## config.mk

```make
export PLATFORM = sky130hd
export DESIGN_NAME = vga_sync_decoder
export DESIGN_NICKNAME = d
export VERILOG_FILES = /design/src/rtl/vga_timing_pkg.sv /design/src/rtl/sync_edge_detect.sv /design/src/rtl/vga_sync_decoder.sv
export SDC_FILE = /design/constraint.sdc
export NUM_CORES = 1
export LEC_CHECK = 0
export ABC_AREA = 1
export BUFFER_PORTS_ARGS = -buffer_cell sky130_fd_sc_hd__buf_4
export CORE_MARGIN = 4
export CORE_UTILIZATION = 38
export CTS_CLUSTER_DIAMETER = 100
export DETAILED_ROUTE_END_ITERATION = 8
export SYNTH_ARGS = -nofsm -noshare
export SYNTH_HDL_FRONTEND = slang
export SYNTH_HIERARCHICAL = 1
export SYNTH_SLANG_ARGS = --single-unit
```

## constraint.sdc

```tcl
create_clock -name clk -period 4 [get_ports clk]
set_clock_uncertainty 0.15 [all_clocks]
set_input_delay 0.2 -clock clk [delete_from_list [all_inputs] [get_ports clk]]
set_output_delay 0.2 -clock clk [all_outputs]
set_load 0.05 [all_outputs]
```

## src/rtl/vga_timing_pkg.sv

```systemverilog
// 800x600@60 VGA timing constants shared by the timing generator and the sync decoder,
// plus the decoder lock-state encoding.
package vga_timing_pkg;

  localparam int VGA_H_VISIBLE    = 800;
  localparam int VGA_H_FRONT      = 40;
  localparam int VGA_H_SYNC_WIDTH = 128;
  localparam int VGA_H_BACK       = 88;
  localparam int VGA_H_SYNC_START = VGA_H_VISIBLE + VGA_H_FRONT;
  localparam int VGA_H_TOTAL      = VGA_H_SYNC_START + VGA_H_SYNC_WIDTH + VGA_H_BACK;

  localparam int VGA_V_VISIBLE    = 600;
  localparam int VGA_V_FRONT      = 1;
  localparam int VGA_V_SYNC_WIDTH = 4;
  localparam int VGA_V_BACK       = 23;
  localparam int VGA_V_SYNC_START = VGA_V_VISIBLE + VGA_V_FRONT;
  localparam int VGA_V_TOTAL      = VGA_V_SYNC_START + VGA_V_SYNC_WIDTH + VGA_V_BACK;

  typedef enum logic [1:0] {
    SEARCH = 2'd0,
    H_LOCK = 2'd1,
    LOCKED = 2'd2
  } dec_state_e;

endpackage

```

## src/rtl/sync_edge_detect.sv

```systemverilog
// Two-flop synchronizer for an asynchronous sync pin, with rise/fall detection
// against a history register that only advances on the pixel enable.
module sync_edge_detect (
  input  logic clk,
  input  logic rst,
  input  logic en_i,
  input  logic async_i,
  output logic level_o,
  output logic rise_o,
  output logic fall_o
);

  logic meta_q;
  logic sync_q;
  logic prev_q;

  always_ff @(posedge clk or posedge rst) begin
    if (rst) begin
      meta_q <= 1'b0;
      sync_q <= 1'b0;
    end else begin
      meta_q <= async_i;
      sync_q <= meta_q;
    end
  end

  always_ff @(posedge clk or posedge rst) begin
    if (rst) begin
      prev_q <= 1'b0;
    end else if (en_i) begin
      prev_q <= sync_q;
    end
  end

  assign level_o = sync_q;
  assign rise_o  = en_i & sync_q & ~prev_q;
  assign fall_o  = en_i & ~sync_q & prev_q;

endmodule

```

## src/rtl/vga_sync_decoder.sv

```systemverilog
// Recovers x/y from a positive-polarity hsync/vsync pair with a flywheel counter,
// measures line/frame geometry and tracks lock (SEARCH -> H_LOCK -> LOCKED).
module vga_sync_decoder
  import vga_timing_pkg::*;
#(
  parameter int H_VISIBLE    = VGA_H_VISIBLE,
  parameter int H_SYNC_START = VGA_H_SYNC_START,
  parameter int H_SYNC_WIDTH = VGA_H_SYNC_WIDTH,
  parameter int H_TOTAL      = VGA_H_TOTAL,
  parameter int V_VISIBLE    = VGA_V_VISIBLE,
  parameter int V_SYNC_START = VGA_V_SYNC_START,
  parameter int V_TOTAL      = VGA_V_TOTAL,
  parameter int LOCK_LINES   = 4,
  parameter int CW           = 16
) (
  input  logic          clk,
  input  logic          rst,
  input  logic          pix_tick,
  input  logic          hsync_in,
  input  logic          vsync_in,
  output logic [CW-1:0] x,
  output logic [CW-1:0] y,
  output logic          visible,
  output logic          locked,
  output logic [CW-1:0] h_total_meas,
  output logic [CW-1:0] h_width_meas,
  output logic [CW-1:0] v_total_meas,
  output logic          err_pulse
);

  localparam int MW = $clog2(LOCK_LINES + 1);
  localparam logic [CW-1:0] ONE_C   = CW'(1);
  localparam logic [CW-1:0] HV_C    = CW'(H_VISIBLE);
  localparam logic [CW-1:0] HSS_C   = CW'(H_SYNC_START);
  localparam logic [CW-1:0] HSW_C   = CW'(H_SYNC_WIDTH);
  localparam logic [CW-1:0] HT_C    = CW'(H_TOTAL);
  localparam logic [CW-1:0] HT_M1_C = CW'(H_TOTAL - 1);
  localparam logic [CW-1:0] HT_X2_C = CW'(2 * H_TOTAL);
  localparam logic [CW-1:0] VV_C    = CW'(V_VISIBLE);
  localparam logic [CW-1:0] VSS_C   = CW'(V_SYNC_START);
  localparam logic [CW-1:0] VT_C    = CW'(V_TOTAL);
  localparam logic [CW-1:0] VT_M1_C = CW'(V_TOTAL - 1);
  localparam logic [MW-1:0] LL_M1_C = MW'(LOCK_LINES - 1);

  function automatic logic [CW-1:0] sat_inc(input logic [CW-1:0] v);
    return (v == '1) ? v : v + ONE_C;
  endfunction

  logic hs_lvl, hs_rise, hs_fall;
  logic vs_lvl, vs_rise, vs_fall;
  logic unused_vs;

  sync_edge_detect u_hs_edge (
    .clk(clk), .rst(rst), .en_i(pix_tick), .async_i(hsync_in),
    .level_o(hs_lvl), .rise_o(hs_rise), .fall_o(hs_fall)
  );

  sync_edge_detect u_vs_edge (
    .clk(clk), .rst(rst), .en_i(pix_tick), .async_i(vsync_in),
    .level_o(vs_lvl), .rise_o(vs_rise), .fall_o(vs_fall)
  );

  assign unused_vs = vs_lvl ^ vs_fall;

  logic [CW-1:0] x_q, x_d, y_q, y_d;
  logic [CW-1:0] h_run_q, h_run_d, hw_run_q, hw_run_d;
  logic [CW-1:0] h_total_q, h_total_d, h_width_q, h_width_d;
  logic [CW-1:0] v_run_q, v_run_d, v_total_q, v_total_d;
  logic [MW-1:0] match_q, match_d;
  logic          armed_q, armed_d;
  dec_state_e    state_q, state_d;
  logic          visible_q, visible_d, locked_q, locked_d, err_q, err_d;
  logic [CW-1:0] period;
  logic          x_wrap, line_good, timeout;

  always_comb begin
    period    = sat_inc(h_run_q);
    x_wrap    = (x_q == HT_M1_C);
    h_run_d   = hs_rise ? '0 : period;
    h_total_d = hs_rise ? period : h_total_q;
    hw_run_d  = hw_run_q;
    h_width_d = h_width_q;
    if (hs_rise)     hw_run_d = ONE_C;
    else if (hs_lvl) hw_run_d = sat_inc(hw_run_q);
    if (hs_fall)     h_width_d = hw_run_q;

    if (hs_rise)     x_d = HSS_C;
    else if (x_wrap) x_d = '0;
    else             x_d = x_q + ONE_C;

    // vsync load beats the end-of-line advance
    if (vs_rise)                y_d = VSS_C;
    else if (!hs_rise && x_wrap) y_d = (y_q == VT_M1_C) ? '0 : y_q + ONE_C;
    else                        y_d = y_q;

    v_run_d   = v_run_q;
    v_total_d = v_total_q;
    if (vs_rise) begin
      v_total_d = v_run_q;
      v_run_d   = hs_rise ? ONE_C : '0;
    end else if (hs_rise) begin
      v_run_d = sat_inc(v_run_q);
    end
  end

  always_comb begin
    line_good = (period == HT_C) && (h_width_q == HSW_C);
    timeout   = !hs_rise && (h_run_d >= HT_X2_C);
    state_d   = state_q;
    match_d   = match_q;
    armed_d   = armed_q;
    err_d     = 1'b0;
    if (timeout) begin
      state_d = SEARCH;
      match_d = '0;
      err_d   = (state_q != SEARCH);
    end else begin
      case (state_q)
        SEARCH: begin
          if (hs_rise) begin
            if (!line_good) begin
              match_d = '0;
            end else if (match_q == LL_M1_C) begin
              state_d = H_LOCK;
              match_d = '0;
              armed_d = 1'b0;
            end else begin
              match_d = match_q + MW'(1);
            end
          end
        end
        H_LOCK: begin
          if (hs_rise && !line_good) begin
            state_d = SEARCH;
            err_d   = 1'b1;
          end else if (vs_rise) begin
            if (armed_q && (v_run_q == VT_C)) state_d = LOCKED;
            armed_d = 1'b1;
          end
        end
        LOCKED: begin
          if (hs_rise && !line_good) begin
            state_d = SEARCH;
            err_d   = 1'b1;
          end else if (vs_rise && (v_run_q != VT_C)) begin
            state_d = H_LOCK;
            armed_d = 1'b0;
            err_d   = 1'b1;
          end
        end
        default: state_d = SEARCH;
      endcase
    end
    locked_d  = (state_d == LOCKED);
    visible_d = locked_d && (x_d < HV_C) && (y_d < VV_C);
  end

  always_ff @(posedge clk or posedge rst) begin
    if (rst) begin
      x_q       <= '0;
      y_q       <= '0;
      h_run_q   <= '0;
      hw_run_q  <= '0;
      h_total_q <= '0;
      h_width_q <= '0;
      v_run_q   <= '0;
      v_total_q <= '0;
      match_q   <= '0;
      armed_q   <= 1'b0;
      state_q   <= SEARCH;
      visible_q <= 1'b0;
      locked_q  <= 1'b0;
      err_q     <= 1'b0;
    end else if (pix_tick) begin
      x_q       <= x_d;
      y_q       <= y_d;
      h_run_q   <= h_run_d;
      hw_run_q  <= hw_run_d;
      h_total_q <= h_total_d;
      h_width_q <= h_width_d;
      v_run_q   <= v_run_d;
      v_total_q <= v_total_d;
      match_q   <= match_d;
      armed_q   <= armed_d;
      state_q   <= state_d;
      visible_q <= visible_d;
      locked_q  <= locked_d;
      err_q     <= err_d;
    end
  end

  assign x            = x_q;
  assign y            = y_q;
  assign visible      = visible_q;
  assign locked       = locked_q;
  assign h_total_meas = h_total_q;
  assign h_width_meas = h_width_q;
  assign v_total_meas = v_total_q;
  assign err_pulse    = err_q;

endmodule

```

==> impl_metrics.json <==
{
  "status": "completed",
  "path_clk_slew_ps": 60,
  "avgRoutedWirePerCell_um": 14.1,
  "fin_ws_ps": 1340,
  "cts_buffer_depth": 2,
  "worst_ep_arrival_time_ps": 2870,
  "critical_path_class": "reg -> reg",
  "grt_pass1_wl_mm": 35.5,
  "dpl_worst_slack_ps": 1350,
  "cellPowerDensity_nw_per_um2": 466,
  "root_buffer": "clkbuf_16",
  "slew_headroom_pct": 44.8,
  "io_buffers": 87,
  "worst_pin_slew_ps": 826,
  "slowest_delay_ps": 410,
  "core_area_um2": 20500,
  "cts_sinks": 143,
  "die-area_um2": 23500,
  "overflow": 0,
  "grt_pass1_vias": 7000,
  "slowest_stage": "dfrtp_1",
  "initial_core_util_pct": 39.1,
  "cts_resized": 0,
  "crit_top_cell": "nand2_1",
  "grt_usage_pct": 18.1,
  "cap_violations": 0,
  "netlist_area_um2": 8020,
  "die_w_um": 153,
  "cp.required_ps": 4210,
  "post-route-util_pct": 46.7,
  "viasPerCell": 4.98,
  "crit_buf_inv": 2,
  "setup_viol": 0,
  "period_minus_slack_ps": 2660,
  "synthCells": 1100,
  "layout-drive-gt1-share_pct": 13.4,
  "grt_max_degree": 90,
  "io-pin-count": 88,
  "finalHoldViolations": 0,
  "ir_drop_uv": 355,
  "dieHeight_um": 153,
  "clk_latency_ps": 430,
  "rsz0062_at_grt": "no",
  "worstPathCellList": "ha_1, nand2_1, nor2_2, inv_1, nor2_1, nand2_1, nor2_4, o21ai_0, o211ai_1, nand2_1, inv_1, nand2_1, nand2_1, nand2_1, nor2_1, nand4_1, nand2_1",
  "worstSetupEndpointType": "flip-flop",
  "cp_top_family": "simple AND/OR/NAND/NOR gates",
  "maxSlewViolCount": 0,
  "cts_tree": "yes",
  "start_kind": "flip-flop",
  "drt_iter0_drc": 482,
  "drt-total-wl_mm": 20.8,
  "area_growth_pct": 19.4,
  "leakagePower_nw": 4.57,
  "yosys_warnings": 6,
  "fp-row-count": 52,
  "ant_nets": 0,
  "antenna_found_initial": 0,
  "synth.avg_cell_area_um2": 7.29,
  "cts_made_buffers": 17,
  "fillerInstances": 2134,
  "hold_path_class": "in -> async",
  "hold-worst-slack_ps": 98.1,
  "num_vias": 7337,
  "fmax_ghz": 0.376,
  "place_hpwl_mm": 15.1,
  "synthesis.nets": 1116,
  "htreeDepth": 4,
  "num-nets-final": 1206,
  "tns_ps": 0,
  "final_common_cell": "nand2_1",
  "mostFrequentLayoutCells": "314 x nand2_1, 143 x dfrtp_1, 131 x inv_1, 111 x nor2_1, 103 x o21ai_0",
  "post-cts-setup-buffers": 0,
  "num_antenna_cells": 0,
  "layout_worst_path_cycle_share_pct": 66.5,
  "drc": 0,
  "gp_congestion": 0.896,
  "path_max_fanout": 17,
  "drt_pass1_iterations": 5
}
## sequential cells by signal, indices dropped and copies added, names as in the netlist, 2 cells and up
register	flops
h_run_q	16
h_total_meas	16
h_width_meas	16
hw_run_q	16
v_run_q	16
v_total_meas	16
x	16
y	16
match_q	3
state_q	2
## area by class of cell
class | instances | area, µm² | share of cell area, %
clock inverters | 11 | 108 | 1.12
inverters | 136 | 515 | 5.39
flip-flops and latches | 143 | 3580 | 37.4
repair buffers | 99 | 766 | 8.00
well taps | 270 | 338 | 3.53
clock buffers | 21 | 450 | 4.71
multi-input cells | 793 | 3820 | 39.9
## stage by stage
step | instance area, µm² | std cells | power [mW]
2_1_floorplan | 8020 | 1100 | 2.61
3_3_place_gp | 8970 | 1437 | 2.97
3_5_place_dp | 8970 | 1437 | 2.98
4_1_cts | 9570 | 1473 | 4.52
5_1_grt | 9570 | 1473 | 4.72
6_report | 9570 | 1473 | 4.46
## tightest hold or removal path: stages
cell	delay (ps)
dlygate4sd3_1	540
buf_4	160
inv_1	110
## what timing repair did
item / CTS / global route
endpoints found under the hold margin: 25 / 0
hold buffers: 4 / 0
endpoints found under the setup margin: 0 / 0
## per-layer routing
layer	global-route usage [%]	wire [µm]
met5	0	0
met1	24.9	9930
met4	4.92	293
met3	3.53	811
met2	29.2	9740
## power breakdown
| group | switching, mW | internal, mW |
|---|---|---|
| Combinational | 0.818 | 0.334 |
| Sequential | 0.169 | 1.62 |
| Clock | 0.640 | 0.878 |
| Total | 1.63 | 2.84 |
## worst paths after layout
check | startpoint | to | slack, ps | cells after the start
worst max-delay path | x[0] | visible | 1340 | 17
worst max register to register | x[0] | visible | 1340 | 17
min in group clk | u_hs_edge/meta_q | u_hs_edge/level_o | 200 | 0
max in group asynchronous | rst | v_run_q[15] | 2700 | 4
worst min register to register | u_hs_edge/meta_q | u_hs_edge/level_o | 200 | 0
worst min-delay path | rst | u_hs_edge/prev_q | 100 | 3
Note: power is estimated with default switching activity, not from simulation.
